--- src/rtl/div_pkg.sv ---
// rtl/div_pkg.sv - shared types and constants for the multi-cycle divider
package div_pkg;

    // Divider control states; encodings are shared with the execute stage.
    typedef enum logic [1:0] {
        DIV_FREE    = 2'b00,
        DIV_BY_ZERO = 2'b01,
        DIV_ON      = 2'b10,
        DIV_END     = 2'b11
    } div_state_e;

    localparam logic DIV_RESULT_READY     = 1'b1;
    localparam logic DIV_RESULT_NOT_READY = 1'b0;
    localparam logic DIV_START            = 1'b1;
    localparam logic DIV_STOP             = 1'b0;

    // aluop encodings the execute stage uses to select this unit
    localparam logic [7:0] EXE_DIV_OP  = 8'b0001_1010;
    localparam logic [7:0] EXE_DIVU_OP = 8'b0001_1011;

endpackage : div_pkg

--- src/rtl/div.sv ---
// rtl/div.sv - restoring shift-subtract divider, one quotient bit per clock
module div
    import div_pkg::*;
#(
    parameter int DATA_WIDTH = 32,
    parameter int CNT_WIDTH  = 6
) (
    input  logic                    clk,
    input  logic                    rst,
    input  logic                    signed_div_i,
    input  logic [DATA_WIDTH-1:0]   opdata1_i,
    input  logic [DATA_WIDTH-1:0]   opdata2_i,
    input  logic                    start_i,
    input  logic                    annul_i,
    output logic [2*DATA_WIDTH-1:0] result_o,
    output logic                    ready_o
);

    localparam int W = DATA_WIDTH;
    localparam logic [CNT_WIDTH-1:0] CNT_LAST = CNT_WIDTH'(W);
    localparam logic [CNT_WIDTH-1:0] CNT_ONE  = CNT_WIDTH'(1);

    div_state_e          state_q, state_d;
    logic [CNT_WIDTH-1:0] cnt_q, cnt_d;
    // {partial remainder, dividend/quotient}; the 33-bit trial remainder is
    // formed from the shifted top half, so its extra bit needs no storage.
    logic [2*W-1:0]      work_q, work_d;
    logic [W-1:0]        divisor_q, divisor_d;
    logic                neg_quot_q, neg_quot_d;
    logic                neg_rem_q, neg_rem_d;
    logic [2*W-1:0]      result_q, result_d;
    logic                ready_q, ready_d;

    logic [W-1:0]        dividend_abs;
    logic [W-1:0]        divisor_abs;
    logic [W:0]          trial_upper;
    logic [W:0]          trial_diff;
    logic [2*W-1:0]      step_work;
    logic [W-1:0]        quot_raw, rem_raw;
    logic [W-1:0]        quot_fix, rem_fix;

    // Magnitudes of the operands; only signed divides fold negatives.
    assign dividend_abs = (signed_div_i && opdata1_i[W-1]) ? -opdata1_i : opdata1_i;
    assign divisor_abs  = (signed_div_i && opdata2_i[W-1]) ? -opdata2_i : opdata2_i;

    // One restoring step: shift left, trial subtract, borrow lands in bit W.
    assign trial_upper = work_q[2*W-1:W-1];
    assign trial_diff  = trial_upper - {1'b0, divisor_q};
    assign step_work   = trial_diff[W] ? {work_q[2*W-2:0], 1'b0}
                                       : {trial_diff[W-1:0], work_q[W-2:0], 1'b1};

    // Sign fix-up: quotient negated on differing signs, remainder follows dividend.
    assign quot_raw = work_q[W-1:0];
    assign rem_raw  = work_q[2*W-1:W];
    assign quot_fix = neg_quot_q ? -quot_raw : quot_raw;
    assign rem_fix  = neg_rem_q  ? -rem_raw  : rem_raw;

    // State and datapath registers with synchronous reset.
    always_ff @(posedge clk) begin
        if (rst) begin
            state_q    <= DIV_FREE;
            cnt_q      <= '0;
            work_q     <= '0;
            divisor_q  <= '0;
            neg_quot_q <= 1'b0;
            neg_rem_q  <= 1'b0;
            result_q   <= '0;
            ready_q    <= DIV_RESULT_NOT_READY;
        end else begin
            state_q    <= state_d;
            cnt_q      <= cnt_d;
            work_q     <= work_d;
            divisor_q  <= divisor_d;
            neg_quot_q <= neg_quot_d;
            neg_rem_q  <= neg_rem_d;
            result_q   <= result_d;
            ready_q    <= ready_d;
        end
    end

    // Next-state and datapath control for the divide sequence.
    always_comb begin
        state_d    = state_q;
        cnt_d      = cnt_q;
        work_d     = work_q;
        divisor_d  = divisor_q;
        neg_quot_d = neg_quot_q;
        neg_rem_d  = neg_rem_q;
        result_d   = result_q;
        ready_d    = ready_q;

        case (state_q)
            DIV_FREE: begin
                ready_d  = DIV_RESULT_NOT_READY;
                result_d = '0;
                if (start_i == DIV_START && !annul_i) begin
                    if (opdata2_i == '0) begin
                        state_d = DIV_BY_ZERO;
                    end else begin
                        state_d    = DIV_ON;
                        cnt_d      = '0;
                        work_d     = {{W{1'b0}}, dividend_abs};
                        divisor_d  = divisor_abs;
                        neg_quot_d = signed_div_i & (opdata1_i[W-1] ^ opdata2_i[W-1]);
                        neg_rem_d  = signed_div_i & opdata1_i[W-1];
                    end
                end
            end
            DIV_BY_ZERO: begin
                state_d  = DIV_END;
                result_d = '0;
                ready_d  = DIV_RESULT_READY;
            end
            DIV_ON: begin
                if (annul_i) begin
                    state_d = DIV_FREE;
                    cnt_d   = '0;
                    ready_d = DIV_RESULT_NOT_READY;
                end else if (cnt_q != CNT_LAST) begin
                    work_d = step_work;
                    cnt_d  = cnt_q + CNT_ONE;
                end else begin
                    result_d = {rem_fix, quot_fix};
                    ready_d  = DIV_RESULT_READY;
                    state_d  = DIV_END;
                    cnt_d    = '0;
                end
            end
            DIV_END: begin
                if (start_i == DIV_STOP) begin
                    state_d  = DIV_FREE;
                    ready_d  = DIV_RESULT_NOT_READY;
                    result_d = '0;
                end
            end
            default: begin
                state_d = DIV_FREE;
            end
        endcase
    end

    assign result_o = result_q;
    assign ready_o  = ready_q;

endmodule : div

--- config.mk ---
export PLATFORM = sky130hd
export DESIGN_NAME = div
export DESIGN_NICKNAME = d
export VERILOG_FILES = /design/src/rtl/div_pkg.sv /design/src/rtl/div.sv
export SDC_FILE = /design/constraint.sdc
export NUM_CORES = 1
export LEC_CHECK = 0
export ABC_CLOCK_PERIOD_IN_PS = 3300
export CORE_MARGIN = 2
export CORE_UTILIZATION = 30
export CTS_CLUSTER_DIAMETER = 40
export DETAILED_ROUTE_END_ITERATION = 7
export MAX_ROUTING_LAYER = met4
export REMOVE_ABC_BUFFERS = 1
export SYNTH_ARGS = -nofsm -noshare
export SYNTH_HDL_FRONTEND = slang
export SYNTH_SLANG_ARGS = --single-unit
--- constraint.sdc ---
create_clock -name clk -period 3.3 [get_ports clk]
set_input_delay 0.495 -clock clk [delete_from_list [all_inputs] [get_ports clk]]
set_output_delay 0.495 -clock clk [all_outputs]
set_load 0.02 [all_outputs]
==> results of run 1 <==
==> worst max-delay path: stages, from the launching register on <==
cell     delay (ns)
dfxtp_1        0.36
or4_1          0.55
or3_4          0.40
or4_4          0.51
or4_4          0.46
o41ai_4        0.40
nand2_1        0.11
xnor2_1        0.15
o21ai_0        0.09
==> cells in the final DEF (no fill, tap or decap), types with 40 or more instances in the layout <==
| cell type | synthesis | layout |
|---|---|---|
| a21oi_1 | 112 | 110 |
| buf_4 | 1 | 105 |
| o21ai_0 | 124 | 123 |
| clkdlybuf4s50_1 | 0 | 132 |
| dfxtp_1 | 171 | 171 |
| inv_1 | 51 | 51 |
| ha_1 | 43 | 40 |
| xnor2_1 | 102 | 102 |
| nor2_1 | 141 | 140 |
| nand2_1 | 200 | 197 |
| xor2_1 | 42 | 42 |
==> worst max path at each step <==
stage	slack (ns)	startpoint	depth (start not counted)	end
after floorplan	-1.97	state_q[0]$_SDFFE_PP0P_	7	work_q[41]$_SDFFE_PP0P_
after global placement	-0.11	opdata2_i[4]	9	divisor_q[31]$_SDFFE_PP0P_
after detailed placement	-0.13	opdata2_i[4]	9	divisor_q[31]$_SDFFE_PP0P_
after CTS	0.01	work_q[31]$_SDFFE_PP0P_	14	work_q[38]$_SDFFE_PP0P_
after global routing	0.008	work_q[31]$_SDFFE_PP0P_	14	work_q[37]$_SDFFE_PP0P_
final	0.13	work_q[10]$_SDFFE_PP0P_	8	result_o[28]$_SDFFE_PP0P_
==> what timing repair did <==
| action | CTS | global route |
|---|---|---|
| resized for setup | 1 | 18 |
| endpoints found under the setup margin | 1 | 36 |
| cloned | 0 | 1 |
| pin swaps | 0 | 8 |
==> flip-flops by register name, indices dropped and copies added, names as in the netlist <==
| signal | count |
|---|---|
| cnt_q | 6 |
| state_q | 2 |
| neg_rem_q | 1 |
| ready_o | 1 |
| divisor_q | 32 |
| work_q | 64 |
| neg_quot_q | 1 |
| result_o | 64 |
==> cell type report <==
| cell class | instances | area share [%] |
|---|---|---|
| clock inverters | 14 | 1.031 |
| diodes | 1 | 0.01748 |
| repair buffers | 249 | 16.39 |
| well taps | 468 | 4.091 |
| multi-input cells | 1141 | 50.15 |
| inverters | 51 | 1.337 |
| flip-flops and latches | 171 | 23.91 |
| clock buffers | 18 | 3.068 |
==> layer usage <==
metal	routed length (um)	vias up
met2	15940	192
li1	-	5501
met5	0	-
met4	767	0
met3	1102	46
met1	16120	5002
==> power by group through the flow <==
stage / logic [mW] / registers (mW) / clock network [mW]
2_1_floorplan: 1.77 / 2.47 / 0
3_3_place_gp: 2.87 / 2.47 / 0
3_5_place_dp: 2.88 / 2.48 / 0
4_1_cts: 2.90 / 2.43 / 2.12
5_1_grt: 3.28 / 2.47 / 2.21
6_report: 2.97 / 2.44 / 2.07
==> metrics by stage <==
stage / std cells / power (mW) / util [%] / setup TNS (ns)
6_report: 2113 / 7.471 / 39.29 / 0
3_3_place_gp: 2079 / 5.341 / 37.36 / -0.7288
5_1_grt: 2113 / 7.953 / 39.29 / 0
3_5_place_dp: 2079 / 5.364 / 37.36 / -1.367
2_1_floorplan: 1363 / 4.241 / - / -90.80
4_1_cts: 2111 / 7.448 / 38.97 / 0
==> logic make-up (layout without fill, tap and decap cells) <==
family,Yosys count,count (layout),synth area share [%]
fa+ha+maj,44,44,5.058
flops,171,171,31.03
simple gates,503,503,21.07
xor+xnor,144,144,11.43
other cells,0,1,0
mux,26,26,2.381
buf+inv,138,332,4.786
compound gates,424,424,24.25
==> qor.csv, run 1 <==
metric,value,unit
place_hpwl,25720,um
fmax,0.3157,GHz
setup_violations,0,
fp.dieH,195.8,um
place_congestion,0.9540,
reg2reg_to,result_o[28]$_SDFFE_PP0P_,
grtUsageMet3,2.252,%
top_usage_layer,met2,
post-place-ws,-0.1283,ns
start_util,30.28,%
intPower,4.556,mW
htreeDepth,4,
nets,1744,
skew,0.01678,ns
insertion_delay,0.45,ns
clockPowerShare,27.7,%
rsz0062_at_grt,false,
post-route-min-period,3.167,ns
start_kind,flop,
reg2reg_depth,8,
path_clk_slew,0.08,ns
cts_setup_buffers,0,
hold_depth,2,
seqCellArea,3423,um2
crit_required,3.61,ns
drc_errors,0,
drive_gt1_share,11.31,%
timing.rr.start,work_q[10]$_SDFFE_PP0P_,
wl_per_cell,16.05,um
dr.first_iter.drc_count,730,
cp.arrival,3.48,ns
max_slew_margin,44.84,%
die_x,195.8,um
vdd_drop_max,383.7,uV
multi_input_area,7179,um2
switching_share,39.03,%
post_drt_via_cell_ratio,5.083,
synth_most_common_cell,nand2_1,
hold_class,flop to flop,
synth_edf_count,0,
portBuffers,133,
ys_warn_count,0,
p_leak,5.407,nW
cts_buffers,17,
syn_area,11030,um2
synth_top_area_share,31.03,%
io-pin-count,134,
hold_violations,0,
drv_cap,0,
ctsHoldBuffers,0,
ant_nets,0,
combPwrFrac,39.7,%
power.switching,2.916,mW
rows,70,
seqPwrFrac,32.6,%
worstHoldStart,result_o[32]$_SDFFE_PP0P_,
die-area,38330,um2
synth-async-reset-ratio,0,%
syn-instance-count,1450,
met2_usage,29.42,%
synth.avg_cell_area,7.609,um2
synth_common_cells,"nand2_1 (200), dfxtp_1 (171), nor2_1 (141), o21ai_0 (124), a21oi_1 (112)",
coreArea,36430,um2
path_class,flop to flop,
vias,10740,
final_area,14320,um2
wirelength,33920,um
placed_cell_area,13610,um2
cts_root_buffer,clkbuf_16,
power.density,521.9,nW/um2
grt_usage,18.11,%
holdPathEnd,result_o[32]$_SDFFE_PP0P_,
ys_seq_area_share,31.03,%
grt_max_degree,97,
fill_cells,3728,
slew_viol_final,0,
syn2layout_area_growth,29.75,%
antenna_found_initial,1,
holdWs,0.4524,ns
cp-end-kind,flop,
ys_types,64,
synthTopCellsByArea,"dfxtp_1 (31%), xnor2_1 (8.1%), nand2_1 (6.8%), o21ai_0 (5.6%), a21oi_1 (5.1%)",
worst_slack,0.1328,ns
grt_overflow,0,
cts_tree,built,
tightest_slew,0.8244,ns
gr-usage-met1,23.61,%
finalCritPeriodShare,95.98,%
grt_pass1_wl,54300,um
max-clock-path-buffers,2,
status,"complete, no violations",
firstDrtPassIters,5,
synth_seq_cells,171,
critical_path.max_fanout,5,
ys.flop_type,dfxtp_1,
grt_pass1_vias,10320,
synth_top_area_cell,dfxtp_1,
cts_sinks,171,
reg2reg_slack,0.13,ns
(Power assumes the default switching activity.)
==> run 2, diff against run 1 <==
--- a/config.mk
+++ b/config.mk
@@ -15,3 +15,4 @@
 export SYNTH_ARGS = -nofsm -noshare
 export SYNTH_HDL_FRONTEND = slang
 export SYNTH_SLANG_ARGS = --single-unit
+export TNS_END_PERCENT = 30
==> qor.csv, run 2 (synthesized netlist as in run 1, its figures left out) <==
metric,value,unit
die-area,38330,um2
cts_tree,built,
status,"complete, no violations",
finalCritPeriodShare,97.18,%
cp.buffers_inverters,1,
wl_met3,1181,um
grt_pass1_vias,10320,
vdd_drop_max,383.5,uV
grt_usage,18.11,%
drive_gt1_share,11.07,%
cts_sinks,171,
htreeDepth,4,
crit_path_max_incr_delay,0.61,ns
place_congestion,0.9540,
dr_wl_met2,15900,um
vias,10770,
ant_nets,0,
syn2layout_area_growth,29.44,%
met1_length,15990,um
start_kind,flop,
grt_max_degree,97,
fill_cells,3732,
grt_overflow,0,
grt_pass1_wl,54300,um
nets,1744,
antenna_found_initial,1,
rows,70,
skew,0.01613,ns
tightest_slew,0.8307,ns
ctsHoldBuffers,0,
crit_required,3.64,ns
final_common_cell,nand2_1,
max-clock-path-buffers,2,
slew_viol_final,0,
setup_violations,0,
fmax,0.3118,GHz
drv_cap,0,
wl_per_cell,16.02,um
io-pin-count,134,
post-place-ws,-0.1283,ns
rsz0062_at_grt,true,
start_util,30.28,%
critical_path.max_fanout,5,
cp_top_family,compound AO/OA/AOI/OAI gates,
cts_buffers,17,
p_leak,5.403,nW
portBuffers,133,
finalSetupTns,0,ns
post_drt_via_cell_ratio,5.096,
firstDrtPassIters,5,
final_cell_mix,"nand2_1 (197), dfxtp_1 (171), nor2_1 (140), clkdlybuf4s50_1 (132), o21ai_0 (123)",
fp.dieH,195.8,um
drc_errors,0,
wirelength,33850,um
power.density,522.3,nW/um2
dpl.cell_count,2079,
hold_class,flop to flop,
cp.arrival,3.54,ns
hold_violations,0,
coreArea,36430,um2
cts_setup_buffers,0,
highest_layer,met4,
die_x,195.8,um
path_clk_slew,0.07,ns
cp-end-kind,flop,
worstPathCellList,inv_1 -> ha_1 -> and3_1 -> and3b_1 -> or4b_2 -> o211a_1 -> o31a_1 -> o31ai_2 -> nand3_1 -> a31o_2 -> a22o_1,
cts_root_buffer,clkbuf_16,
final_cells,2113,
critPathSlowestCell,or4b_2,
max_slew_margin,44.41,%
worst_slack,0.09296,ns
post-route-min-period,3.207,ns
insertion_delay,0.45,ns
place_hpwl,25720,um
dr.first_iter.drc_count,700,
path_class,flop to flop,
[run 2: changes by cell type in the layout (fill, tap and decap cells not counted)]
cell      delta
a211oi_1     +1
a211oi_2     -1
a21oi_1      +1
a21oi_2      -1
ha_1         +2
ha_4         -2
[run 2: timing repair]
| item | 4_1_cts | 5_1_grt |
|---|---|---|
| gates resized for setup | 1 | 14 |
| cloned | 0 | 1 |
| pin swaps | 0 | 2 |
| endpoints found under the hold margin | 0 | 0 |
| endpoints found under the setup margin | 1 | 36 |
[run 2: area by class of cell]
class	count	area, um2	share of cell area (%)
Multi-Input combinational cell	1141	7146	50.04
Sequential cell	171	3423	23.97
Clock inverter	14	147.6	1.034
Inverter	51	191.4	1.340
Antenna cell	1	2.502	0.01752
Timing Repair Buffer	249	2346	16.43
Tap cell	468	585.6	4.100
Clock buffer	18	439.2	3.075
[run 2: worst reg2reg max path, cell delays in order (launching register included)]
cell     delay [ns]
dfxtp_1        0.34
inv_1          0.05
ha_1           0.33
and3_1         0.20
and3b_1        0.17
or4b_2         0.61
o211a_1        0.26
o31a_1         0.31
o31ai_2        0.26
nand3_1        0.14
a31o_2         0.26
a22o_1         0.19
[run 2: where the power goes]
group | switching [mW] | total [mW] | internal, mW
Sequential | 0.187 | 2.44 | 2.25
Clock | 0.974 | 2.07 | 1.09
Combinational | 1.75 | 2.95 | 1.21
[run 2: path summary, 6_finish.rpt]
kind,startpoint,end,slack [ns],cells after the start
setup / recovery,divisor_q[9]$_SDFFE_PP0P_,work_q[59]$_SDFFE_PP0P_,0.09,11
hold reg to reg,result_o[37]$_SDFFE_PP0P_,result_o[37]$_SDFFE_PP0P_,0.45,2
setup reg to reg,divisor_q[9]$_SDFFE_PP0P_,work_q[59]$_SDFFE_PP0P_,0.09,11
hold / removal,result_o[37]$_SDFFE_PP0P_,result_o[37]$_SDFFE_PP0P_,0.45,2
[run 2: per-stage QoR]
step           hold WS (ns)  total power, mW  cell area, um2  utilization [%]
6_report             0.4520            7.459           14280            39.20
5_1_grt              0.4741            7.941           14280            39.20
2_1_floorplan        0.4340            4.241           10700                -
3_3_place_gp         0.4384            5.341           13610            37.36
4_1_cts              0.4546            7.448           14200            38.97
3_5_place_dp         0.4446            5.364           13610            37.36
[run 2: layer usage]
metal / vias to the layer above / track usage, %
met5: - / -
met4: 0 / 5.443
met3: 48 / 2.252
met2: 193 / 29.42
met1: 5022 / 23.61
li1: 5505 / -
